<file path="src/rtl/seq_gen_pkg.sv">
// seq_generator shared types: FSM encoding and default widths.
package seq_gen_pkg;

    typedef enum logic [1:0] {
        IDLE  = 2'b00,
        SHIFT = 2'b01,
        GAP   = 2'b10,
        DONE  = 2'b11
    } state_t;

    localparam int PAT_W_DEF   = 4;
    localparam int GAP_LEN_DEF = 3;
    localparam int REP_W       = 4;

endpackage

</file>
<file path="src/rtl/seq_gen_if.sv">
// Request/stream bundle between a pattern source and seq_generator.
interface seq_gen_if
    import seq_gen_pkg::*;
#(
    parameter int PAT_W = PAT_W_DEF
);

    logic             start;
    logic [PAT_W-1:0] pat_in;
    logic [REP_W-1:0] reps;
    logic             seq_out;
    logic             seq_valid;
    logic             busy;
    logic             done;

    modport master (
        output start, pat_in, reps,
        input  seq_out, seq_valid, busy, done
    );

    modport slave (
        input  start, pat_in, reps,
        output seq_out, seq_valid, busy, done
    );

endinterface

</file>
<file path="src/rtl/seq_piso.sv">
// Parallel-in/serial-out shifter with a held pattern copy for repeats.
module seq_piso #(
    parameter int W = 4
) (
    input  logic         clk,
    input  logic         reset,
    input  logic         load,
    input  logic         shift,
    input  logic         reload,
    input  logic [W-1:0] pat,
    output logic         msb_n
);

    logic [W-1:0] shreg;
    logic [W-1:0] shreg_n;
    logic [W-1:0] pat_q;

    always_comb begin
        shreg_n = shreg;
        unique case (1'b1)
            load:    shreg_n = pat;
            reload:  shreg_n = pat_q;
            shift:   shreg_n = {shreg[W-2:0], 1'b0};
            default: shreg_n = shreg;
        endcase
    end

    always_ff @(posedge clk) begin
        if (reset) begin
            shreg <= '0;
            pat_q <= '0;
        end else begin
            shreg <= shreg_n;
            if (load) pat_q <= pat;
        end
    end

    // Next-cycle MSB lets the top register seq_out without a cycle of lag.
    assign msb_n = shreg_n[W-1];

endmodule

</file>
<file path="src/rtl/seq_generator.sv">
// Serial pattern transmitter, MSB first, R+1 repetitions.
// Define SEQ_GEN_GAP_EN to insert GAP_LEN idle cycles between repetitions.
module seq_generator
    import seq_gen_pkg::*;
#(
    parameter int PAT_W   = PAT_W_DEF,
    parameter int GAP_LEN = GAP_LEN_DEF
) (
    input logic     clk,
    input logic     reset,
    seq_gen_if.slave bus
);

    localparam int CNT_W = $clog2(PAT_W);
    localparam logic [CNT_W-1:0] BIT_LAST = CNT_W'(PAT_W - 1);

    if (PAT_W < 2 || GAP_LEN < 1) begin : g_bad_param
        $error("seq_generator: PAT_W must be >= 2 and GAP_LEN >= 1");
    end

    state_t           state;
    state_t           state_n;
    logic [CNT_W-1:0] bit_cnt;
    logic [CNT_W-1:0] bit_cnt_n;
    logic [REP_W-1:0] rep_cnt;
    logic [REP_W-1:0] rep_cnt_n;
    logic             load;
    logic             shift;
    logic             reload;
    logic             msb_n;
    logic             seq_out_n;
    logic             seq_valid_n;
    logic             busy_n;
    logic             done_n;

`ifdef SEQ_GEN_GAP_EN
    localparam int GAP_W = $clog2(GAP_LEN + 1);
    localparam logic [GAP_W-1:0] GAP_LAST = GAP_W'(GAP_LEN - 1);

    logic [GAP_W-1:0] gap_cnt;
    logic [GAP_W-1:0] gap_cnt_n;
`endif

    seq_piso #(
        .W (PAT_W)
    ) u_piso (
        .clk    (clk),
        .reset  (reset),
        .load   (load),
        .shift  (shift),
        .reload (reload),
        .pat    (bus.pat_in),
        .msb_n  (msb_n)
    );

    always_comb begin
        state_n   = state;
        bit_cnt_n = bit_cnt;
        rep_cnt_n = rep_cnt;
        load      = 1'b0;
        shift     = 1'b0;
        reload    = 1'b0;
`ifdef SEQ_GEN_GAP_EN
        gap_cnt_n = gap_cnt;
`endif
        unique case (state)
            IDLE: begin
                if (bus.start) begin
                    load      = 1'b1;
                    rep_cnt_n = bus.reps;
                    bit_cnt_n = '0;
                    state_n   = SHIFT;
                end
            end
            SHIFT: begin
                if (bit_cnt == BIT_LAST) begin
                    if (rep_cnt != '0) begin
                        rep_cnt_n = rep_cnt - 1'b1;
                        reload    = 1'b1;
                        bit_cnt_n = '0;
`ifdef SEQ_GEN_GAP_EN
                        gap_cnt_n = '0;
                        state_n   = GAP;
`else
                        state_n   = SHIFT;
`endif
                    end else begin
                        state_n = DONE;
                    end
                end else begin
                    shift     = 1'b1;
                    bit_cnt_n = bit_cnt + 1'b1;
                end
            end
`ifdef SEQ_GEN_GAP_EN
            GAP: begin
                if (gap_cnt == GAP_LAST) begin
                    gap_cnt_n = '0;
                    state_n   = SHIFT;
                end else begin
                    gap_cnt_n = gap_cnt + 1'b1;
                end
            end
`endif
            DONE:    state_n = IDLE;
            default: state_n = IDLE;
        endcase
    end

    // Outputs are decoded from next state so they land in registers.
    always_comb begin
        seq_valid_n = (state_n == SHIFT);
        seq_out_n   = seq_valid_n & msb_n;
        busy_n      = (state_n != IDLE);
        done_n      = (state_n == DONE);
    end

    always_ff @(posedge clk) begin
        if (reset) begin
            state         <= IDLE;
            bit_cnt       <= '0;
            rep_cnt       <= '0;
            bus.seq_out   <= 1'b0;
            bus.seq_valid <= 1'b0;
            bus.busy      <= 1'b0;
            bus.done      <= 1'b0;
        end else begin
            state         <= state_n;
            bit_cnt       <= bit_cnt_n;
            rep_cnt       <= rep_cnt_n;
            bus.seq_out   <= seq_out_n;
            bus.seq_valid <= seq_valid_n;
            bus.busy      <= busy_n;
            bus.done      <= done_n;
        end
    end

`ifdef SEQ_GEN_GAP_EN
    always_ff @(posedge clk) begin
        if (reset) gap_cnt <= '0;
        else       gap_cnt <= gap_cnt_n;
    end
`endif

endmodule

</file>
<file path="src/flat_wrapper.sv">
// flat-port wrapper written by rule: the top's interface ports become plain ports
module seq_generator_flat import seq_gen_pkg::*;
#(
    parameter int PAT_W   = PAT_W_DEF,
    parameter int GAP_LEN = GAP_LEN_DEF
)
  (clk, reset, bus_start, bus_pat_in, bus_reps, bus_seq_out, bus_seq_valid, bus_busy, bus_done);
  seq_gen_if #(.PAT_W(PAT_W)) bus_i ();
  input logic clk;
  input logic reset;
  input wire logic [$bits(bus_i.start)-1:0] bus_start;
  input wire logic [$bits(bus_i.pat_in)-1:0] bus_pat_in;
  input wire logic [$bits(bus_i.reps)-1:0] bus_reps;
  output wire logic [$bits(bus_i.seq_out)-1:0] bus_seq_out;
  output wire logic [$bits(bus_i.seq_valid)-1:0] bus_seq_valid;
  output wire logic [$bits(bus_i.busy)-1:0] bus_busy;
  output wire logic [$bits(bus_i.done)-1:0] bus_done;
  assign bus_i.start = bus_start;
  assign bus_i.pat_in = bus_pat_in;
  assign bus_i.reps = bus_reps;
  assign bus_seq_out = bus_i.seq_out;
  assign bus_seq_valid = bus_i.seq_valid;
  assign bus_busy = bus_i.busy;
  assign bus_done = bus_i.done;
  seq_generator #(.PAT_W(PAT_W), .GAP_LEN(GAP_LEN)) u_core (.clk(clk), .reset(reset), .bus(bus_i));
endmodule
</file>
<file path="config.mk">
export PLATFORM = sky130hd
export DESIGN_NAME = seq_generator_flat
export DESIGN_NICKNAME = d
export VERILOG_FILES = /design/src/rtl/seq_gen_pkg.sv /design/src/rtl/seq_gen_if.sv /design/src/rtl/seq_piso.sv /design/src/rtl/seq_generator.sv /design/src/flat_wrapper.sv
export SDC_FILE = /design/constraint.sdc
export NUM_CORES = 1
export LEC_CHECK = 0
export ABC_AREA = 1
export BUFFER_PORTS_ARGS = -buffer_cell sky130_fd_sc_hd__buf_2
export CAP_MARGIN = 20
export CORE_MARGIN = 3
export CORE_UTILIZATION = 50
export CTS_CLUSTER_DIAMETER = 30
export CTS_CLUSTER_SIZE = 30
export DETAILED_ROUTE_END_ITERATION = 10
export PLACE_DENSITY = 0.72
export SLEW_MARGIN = 20
export SYNTH_ARGS = -nofsm -noshare
export SYNTH_HDL_FRONTEND = slang
export SYNTH_SLANG_ARGS = --single-unit
</file>
<file path="constraint.sdc">
create_clock -name clk -period 1.4 [get_ports clk]
set_input_delay 0 -clock clk [delete_from_list [all_inputs] [get_ports clk]]
set_output_delay 0 -clock clk [all_outputs]
set_load 0.01 [all_outputs]
</file>
==> results.sh, run 1 <==
export IMPL_status="completed"
export IMPL_seqPwrFrac=0.546
export IMPL_cp_top_family="flip-flops"
export IMPL_setup_slack_ns=0.116
export IMPL_syn_area_um2=882
export IMPL_grt_usage=0.181
export IMPL_grt_remaining_overflow=0
export IMPL_leakage_uw=0.000494
export IMPL_fmaxAchievable_mhz=779
export IMPL_cts_root_buffer="clkbuf_4"
export IMPL_cts_sinks=19
export IMPL_grt_max_degree=16
export IMPL_synth_nets=135
export IMPL_critPathBufInv=0
export IMPL_hold_path_end="u_core.u_piso.pat_q[1]$_SDFFE_PP0N_"
export IMPL_diodes=0
export IMPL_whs_ns=0.00123
export IMPL_dp_cells=150
export IMPL_fillCellCount=137
export IMPL_numCtsBuffers=3
export IMPL_io_buffer_count=14
export IMPL_synth_warning_count=0
export IMPL_slew_limit_headroom=0.827
export IMPL_r2r_end="u_core.rep_cnt[3]$_SDFFE_PP0P_"
export IMPL_synth_seq_area_share=0.431
export IMPL_syn_avg_cell_area_um2=7.23
export IMPL_vias=833
export IMPL_ys_types=19
export IMPL_hp_class="input port to flip-flop"
export IMPL_wire_per_inst_um=11.4
export IMPL_ys_seq_elements=19
export IMPL_p_sw_frac=0.294
export IMPL_worst_pin_slew_ns=0.259
export IMPL_synth_cells=122
export IMPL_pwr_share_comb=0.201
export IMPL_seq_area_um2=380
export IMPL_drive_above_1_share=0.204
export IMPL_r2r_setup_slack_ns=0.12
export IMPL_setup_viol=0
export IMPL_grt_pass1_wl_um=2900
export IMPL_cts_tree="done"
export IMPL_die_height_um=48
export IMPL_end_kind="flip-flop"
export IMPL_dpl_cell_area_um2=965
export IMPL_slew_viol_final=0
export IMPL_routed_wl_um=1810
export IMPL_vdd_drop_max_mv=0.615
export IMPL_switchingPower_uw=324
export IMPL_powerDensity_nw_per_um2=1030
export IMPL_slowest_stage="dfxtp_1"
export IMPL_fin_crit_ns=1.28
export IMPL_synth_area_leaders="dfxtp_1 (43%), nand2_1 (14%), a21oi_1 (7.9%), nor2_1 (6.8%), inv_1 (5.5%)"
export IMPL_dp_final_hpwl_um=1280
export IMPL_cpPeakStageDelay_ns=0.44
export IMPL_path_max_fanout=8
export IMPL_gp_congestion=0.749
export IMPL_skew_ns=0.000593
export IMPL_clkLatencyLatePin_ns=0.30
export IMPL_clockBufferDepth=2
export IMPL_cp_cell_sequence="ha_4, nand3_1, nand2_1, nand2_2, nor2_1, nand2_1, a21oi_1"
export IMPL_reg2regPathDepth=7
export IMPL_p_int_uw=778
export IMPL_synth_top_cell_area_share=0.431
export IMPL_ioPinCount=15
export IMPL_final_nets=156
export IMPL_initial_core_util=0.560
export IMPL_crit_top_cell="nand2_1"
export IMPL_fin_area_um2=1070
export IMPL_clk_pin_slew_ns=0.10
export IMPL_final_common_cell="nand2_1"
export IMPL_multiInputGateArea_um2=480
export IMPL_cp_data_required_time_ns=1.64
export IMPL_final_cell_mix="nand2_1 (32), dfxtp_1 (19), nor2_1 (15)"
export IMPL_core_area_um2=1580
export IMPL_hp_start="bus_pat_in[1]"
export IMPL_fp_dieArea_um2=2300
export IMPL_hold_violations=0
export IMPL_first_pass_iters=4
export IMPL_antenna_found_initial=0
export IMPL_worst_setup_path_start_kind="flip-flop"
export IMPL_period_share=0.917
export IMPL_synth_top_cell_by_area="dfxtp_1"
export IMPL_finalNonFillerCells=158
export IMPL_path_class="flip-flop to flip-flop"
export IMPL_die_w_um=48
export IMPL_r2r_start="u_core.bit_cnt[0]$_SDFFE_PP0P_"
export IMPL_min_delay_path_depth=3
export IMPL_dpl_worst_slack_ns=0.0122
export IMPL_drtIter0Drc=29
export IMPL_htree_levels=1
export IMPL_clkPwrFrac=0.253
export IMPL_grt_pass1_vias=684
export IMPL_viasPerCell=5.27
export IMPL_area_delta_synth_final_pct=20.9
export IMPL_drc=0
export IMPL_cap_violations=0
export IMPL_num_rows=14
export IMPL_ant_nets=0
export IMPL_crit_arrival_ns=1.52
## power groups by stage
stage | Sequential [uW] | Combinational (uW) | Clock (uW)
finish | 602 | 221 | 279
global route | 607 | 254 | 308
CTS | 597 | 205 | 280
detailed placement | 610 | 192 | 0
global placement | 609 | 188 | 0
floorplan | 607 | 144 | 0
## metal layers
metal | global-route usage | vias up | share of wire
li1 | - | 433 | -
met1 | 0.239 | 362 | 0.46
met2 | 0.269 | 33 | 0.46
met3 | 0.0451 | 5 | 0.061
met4 | 0.0914 | 0 | 0.018
met5 | 0 | - | 0
## state kept, by name, summed over array words and instances (netlist names)
signal                count
u_core.bus.seq_out        1
u_core.bus.done           1
u_core.u_piso.pat_q       4
u_core.bus.busy           1
u_core.u_piso.shreg       3
u_core.state              2
u_core.bit_cnt            2
u_core.bus.seq_valid      1
u_core.rep_cnt            4
## logic make-up (layout without fill, tap and decap cells)
group	count (synthesis)	in the layout	synth area share
buf+inv	15	35	0.0638
simple gates	64	64	0.342
fa+ha+maj	2	2	0.0284
mux	1	1	0.0113
flops	19	19	0.431
compound gates	20	20	0.113
xor+xnor	1	1	0.00993
## how the worst max path moves through the flow
stage | slack [ns] | endpoint | start | cells after the start
after global placement | 0.04 | u_core.u_piso.shreg[1]$_SDFFE_PP0P_ | u_core.rep_cnt[0]$_SDFFE_PP0P_ | 7
after global routing | -0.02 | u_core.rep_cnt[3]$_SDFFE_PP0P_ | u_core.bit_cnt[0]$_SDFFE_PP0P_ | 7
after CTS | 0.02 | u_core.rep_cnt[3]$_SDFFE_PP0P_ | u_core.bit_cnt[0]$_SDFFE_PP0P_ | 7
after floorplan | 0.18 | u_core.u_piso.shreg[1]$_SDFFE_PP0P_ | u_core.rep_cnt[0]$_SDFFE_PP0P_ | 7
after detailed placement | 0.01 | u_core.u_piso.shreg[1]$_SDFFE_PP0P_ | u_core.rep_cnt[0]$_SDFFE_PP0P_ | 7
final | 0.12 | u_core.rep_cnt[3]$_SDFFE_PP0P_ | u_core.bit_cnt[0]$_SDFFE_PP0P_ | 7
## worst reg2reg max path, stage by stage, from the launching register on
cell	delay, ns
dfxtp_1	0.44
ha_4	0.22
nand3_1	0.09
nand2_1	0.08
nand2_2	0.11
nor2_1	0.11
nand2_1	0.06
a21oi_1	0.11
## cell type report
class,count,share of cell area
flip-flops and latches,19,0.357
well taps,16,0.0188
inverters,13,0.0458
multi-input cells,88,0.451
clock buffers,4,0.0246
repair buffers,18,0.103
## what timing repair did
item | 4_1_cts | 5_1_grt
buffers inserted | 0 | 0
hold buffers | 4 | 0
resized for setup | 1 | 7
pin swaps | 0 | 0
hold endpoints to repair | 4 | 0
setup endpoints to repair | 1 | 7
## cell usage after synthesis (all sizes together)
master / instances
a21oi: 14
o21ai: 6
mux2i: 1
inv: 13
dfxtp: 19
ha: 2
nand2: 36
xor2: 1
nand3: 6
clkbuf: 2
nand4: 3
nand3b: 1
nor2: 18
## through the flow
step	setup TNS [ns]	util	total power, uW
after global routing	-0.0200	0.676	1170
final	0	0.676	1100
after detailed placement	0	0.612	802
after CTS	0	0.656	1080
after global placement	0	0.612	796
after floorplan	0	-	751
No activity file was read; power rests on OpenSTA's default activity.
==> run 2, diff against run 1 <==
- CORE_MARGIN: 3 -> 8
- CORE_UTILIZATION: 50 -> 47
- PLACE_DENSITY: 0.72 -> 0.71
- clock period: 1.4 -> 1.1 ns (I/O delays scaled with it)
==> run 2 against run 1 <==
Compared with the run above: the flow now finishes with violations (setup timing); sequential cell count unchanged; combinational power increased by 98%; die area increased by 53%; worst hold slack improved by 0.013 ns; sequential power increased by 27%; routed wire length increased by 35%; critical path type unchanged; largest cell class unchanged; highest routed layer unchanged.
==> results.sh, run 2 (synthesis results as in run 1) <==
export IMPL_reg2regPathDepth=8
export IMPL_fp_dieArea_um2=3520
export IMPL_end_kind="flip-flop"
export IMPL_slew_limit_headroom=0.804
export IMPL_grt_pass1_vias=969
export IMPL_fin_crit_ns=1.20
export IMPL_cts_tree="done"
export IMPL_top_regs="u_core.rep_cnt x4, u_core.u_piso.pat_q x4, u_core.u_piso.shreg x3"
export IMPL_clkLatencyLatePin_ns=0.30
export IMPL_totalPowerFinal_uw=1570
export IMPL_area_delta_synth_final_pct=56.3
export IMPL_hold_violations=0
export IMPL_grt_remaining_overflow=0
export IMPL_setup_viol=11
export IMPL_grt_usage=0.142
export IMPL_vias=966
export IMPL_crit_cells=8
export IMPL_ant_nets=0
export IMPL_worst_setup_path_start_kind="flip-flop"
export IMPL_final_nets=183
export IMPL_cp_cell_sequence="inv_4, nor2_4, buf_6, buf_6, nand4_1, nand2_1, a21oi_2, nor2_1"
export IMPL_viasPerCell=4.98
export IMPL_cp_top_family="simple AND/OR/NAND/NOR gates"
export IMPL_hp_class="input port to flip-flop"
export IMPL_worst_pin_slew_ns=0.291
export IMPL_die_height_um=59.3
export IMPL_fillCellCount=115
export IMPL_dr_max_layer_used="met4"
export IMPL_dr_wl_met3_um=172
export IMPL_path_class="flip-flop to flip-flop"
export IMPL_clockBufferDepth=2
export IMPL_wl_met1_um=967
export IMPL_ioPinCount=15
export IMPL_crit_top_cell="buf_6"
export IMPL_grt_pass1_wl_um=3910
export IMPL_path_max_fanout=5
export IMPL_critPathBufInv=3
export IMPL_r2r_start="u_core.state[0]$_SDFF_PP0_"
export IMPL_first_pass_iters=4
export IMPL_gp_congestion=0.800
export IMPL_final_cell_mix="nand2_1 (26), buf_4 (19), buf_2 (14)"
export IMPL_dp_final_hpwl_um=1560
export IMPL_cpPeakStageDelay_ns=0.39
export IMPL_route_met2_wl_um=1260
export IMPL_leakage_uw=0.000637
export IMPL_skew_ns=0.00539
export IMPL_setup_slack_ns=-0.101
export IMPL_drc=0
export IMPL_violations="setup timing"
export IMPL_dpl_worst_slack_ns=-0.120
export IMPL_fmaxAchievable_mhz=833
export IMPL_setup_worst_path_start="u_core.state[0]$_SDFF_PP0_"
export IMPL_htree_levels=1
export IMPL_finalSetupTns_ns=-0.690
export IMPL_hp_start="bus_start"
export IMPL_period_share=1.09
export IMPL_core_area_um2=1750
export IMPL_drive_above_1_share=0.485
export IMPL_initial_core_util=0.505
export IMPL_routed_wl_um=2440
export IMPL_cap_violations=0
export IMPL_crit_arrival_ns=1.46
export IMPL_r2r_setup_slack_ns=-0.10
export IMPL_wire_per_inst_um=12.6
export IMPL_diodes=0
export IMPL_cp_data_required_time_ns=1.36
export IMPL_final_common_cell="nand2_1"
export IMPL_grt_max_degree=12
export IMPL_r2r_end="u_core.u_piso.shreg[0]$_SDFFE_PP0P_"
export IMPL_clk_pin_slew_ns=0.12
export IMPL_cp_endpoint="u_core.u_piso.shreg[0]$_SDFFE_PP0P_"
export IMPL_slowest_stage="dfxtp_4"
export IMPL_antenna_found_initial=0
export IMPL_whs_ns=0.0143
export IMPL_slew_viol_final=0
export IMPL_status="complete, but fails checks"
export IMPL_rsz0062_at_grt="true"
export IMPL_drtIter0Drc=40
export IMPL_cts_sinks=19
export IMPL_cts_root_buffer="clkbuf_4"
export IMPL_numCtsBuffers=3
export IMPL_io_buffer_count=14
export IMPL_num_rows=15
export IMPL_vdd_drop_max_mv=0.981
export IMPL_powerDensity_nw_per_um2=1140
export IMPL_die_w_um=59.3
## run 2: layout make-up
class / instances / area [um2] / share of cell area
Timing Repair Buffer: 45 / 340 / 0.247
Multi-Input combinational cell: 88 / 538 / 0.390
Sequential cell: 19 / 390 / 0.283
Tap cell: 25 / 31.3 / 0.0227
Clock inverter: 1 / 5.00 / 0.00363
Clock buffer: 3 / 22.5 / 0.0163
Inverter: 13 / 51.3 / 0.0372
## run 2: how the worst min path moves through the flow
stage | endpoint | slack [ns] | depth (start not counted)
3_5_place_dp | u_core.u_piso.pat_q[0]$_SDFFE_PP0N_ | 0.27 | 2
3_3_place_gp | u_core.rep_cnt[2]$_SDFFE_PP0P_ | 0.27 | 3
5_1_grt | u_core.u_piso.pat_q[1]$_SDFFE_PP0N_ | 0.03 | 3
2_1_floorplan | u_core.u_piso.pat_q[2]$_SDFFE_PP0N_ | 0.16 | 2
4_1_cts | u_core.bus.busy$_SDFF_PP0_ | 0.02 | 3
6_report | u_core.bus.busy$_SDFF_PP0_ | 0.01 | 3
## run 2: what timing repair did
item	CTS	global route
hold buffers	6	0
endpoints found under the setup margin	11	14
endpoints found under the hold margin	9	0
setup buffers	5	1
pin swaps	9	11
gates resized for setup	34	9
## run 2: report_power, final
| group | switching (uW) | leakage, uW | internal (uW) | total [uW] |
|---|---|---|---|---|
| clock network | 229 | 0.0000177 | 136 | 365 |
| logic | 223 | 0.000461 | 215 | 438 |
| registers | 29.9 | 0.000159 | 734 | 764 |
| total | 482 | 0.000637 | 1090 | 1570 |
## run 2: worst register-to-register path, cell delays in order, from the launching register on
cell	delay, ns
dfxtp_4	0.39
inv_4	0.04
nor2_4	0.20
buf_6	0.15
buf_6	0.09
nand4_1	0.09
nand2_1	0.09
a21oi_2	0.03
nor2_1	0.08
## run 2: metrics by stage
stage,utilization,cell area (um2),cells
after floorplan,-,907,122
after global placement,0.655,1140,178
after detailed placement,0.655,1140,178
after CTS,0.772,1350,193
after global routing,0.790,1380,194
final,0.790,1380,194
## run 2: routing by layer
layer,track usage,vias up
met4,0.0683,0
met1,0.152,438
li1,-,489
met2,0.251,33
met5,0,-
met3,0.0369,6
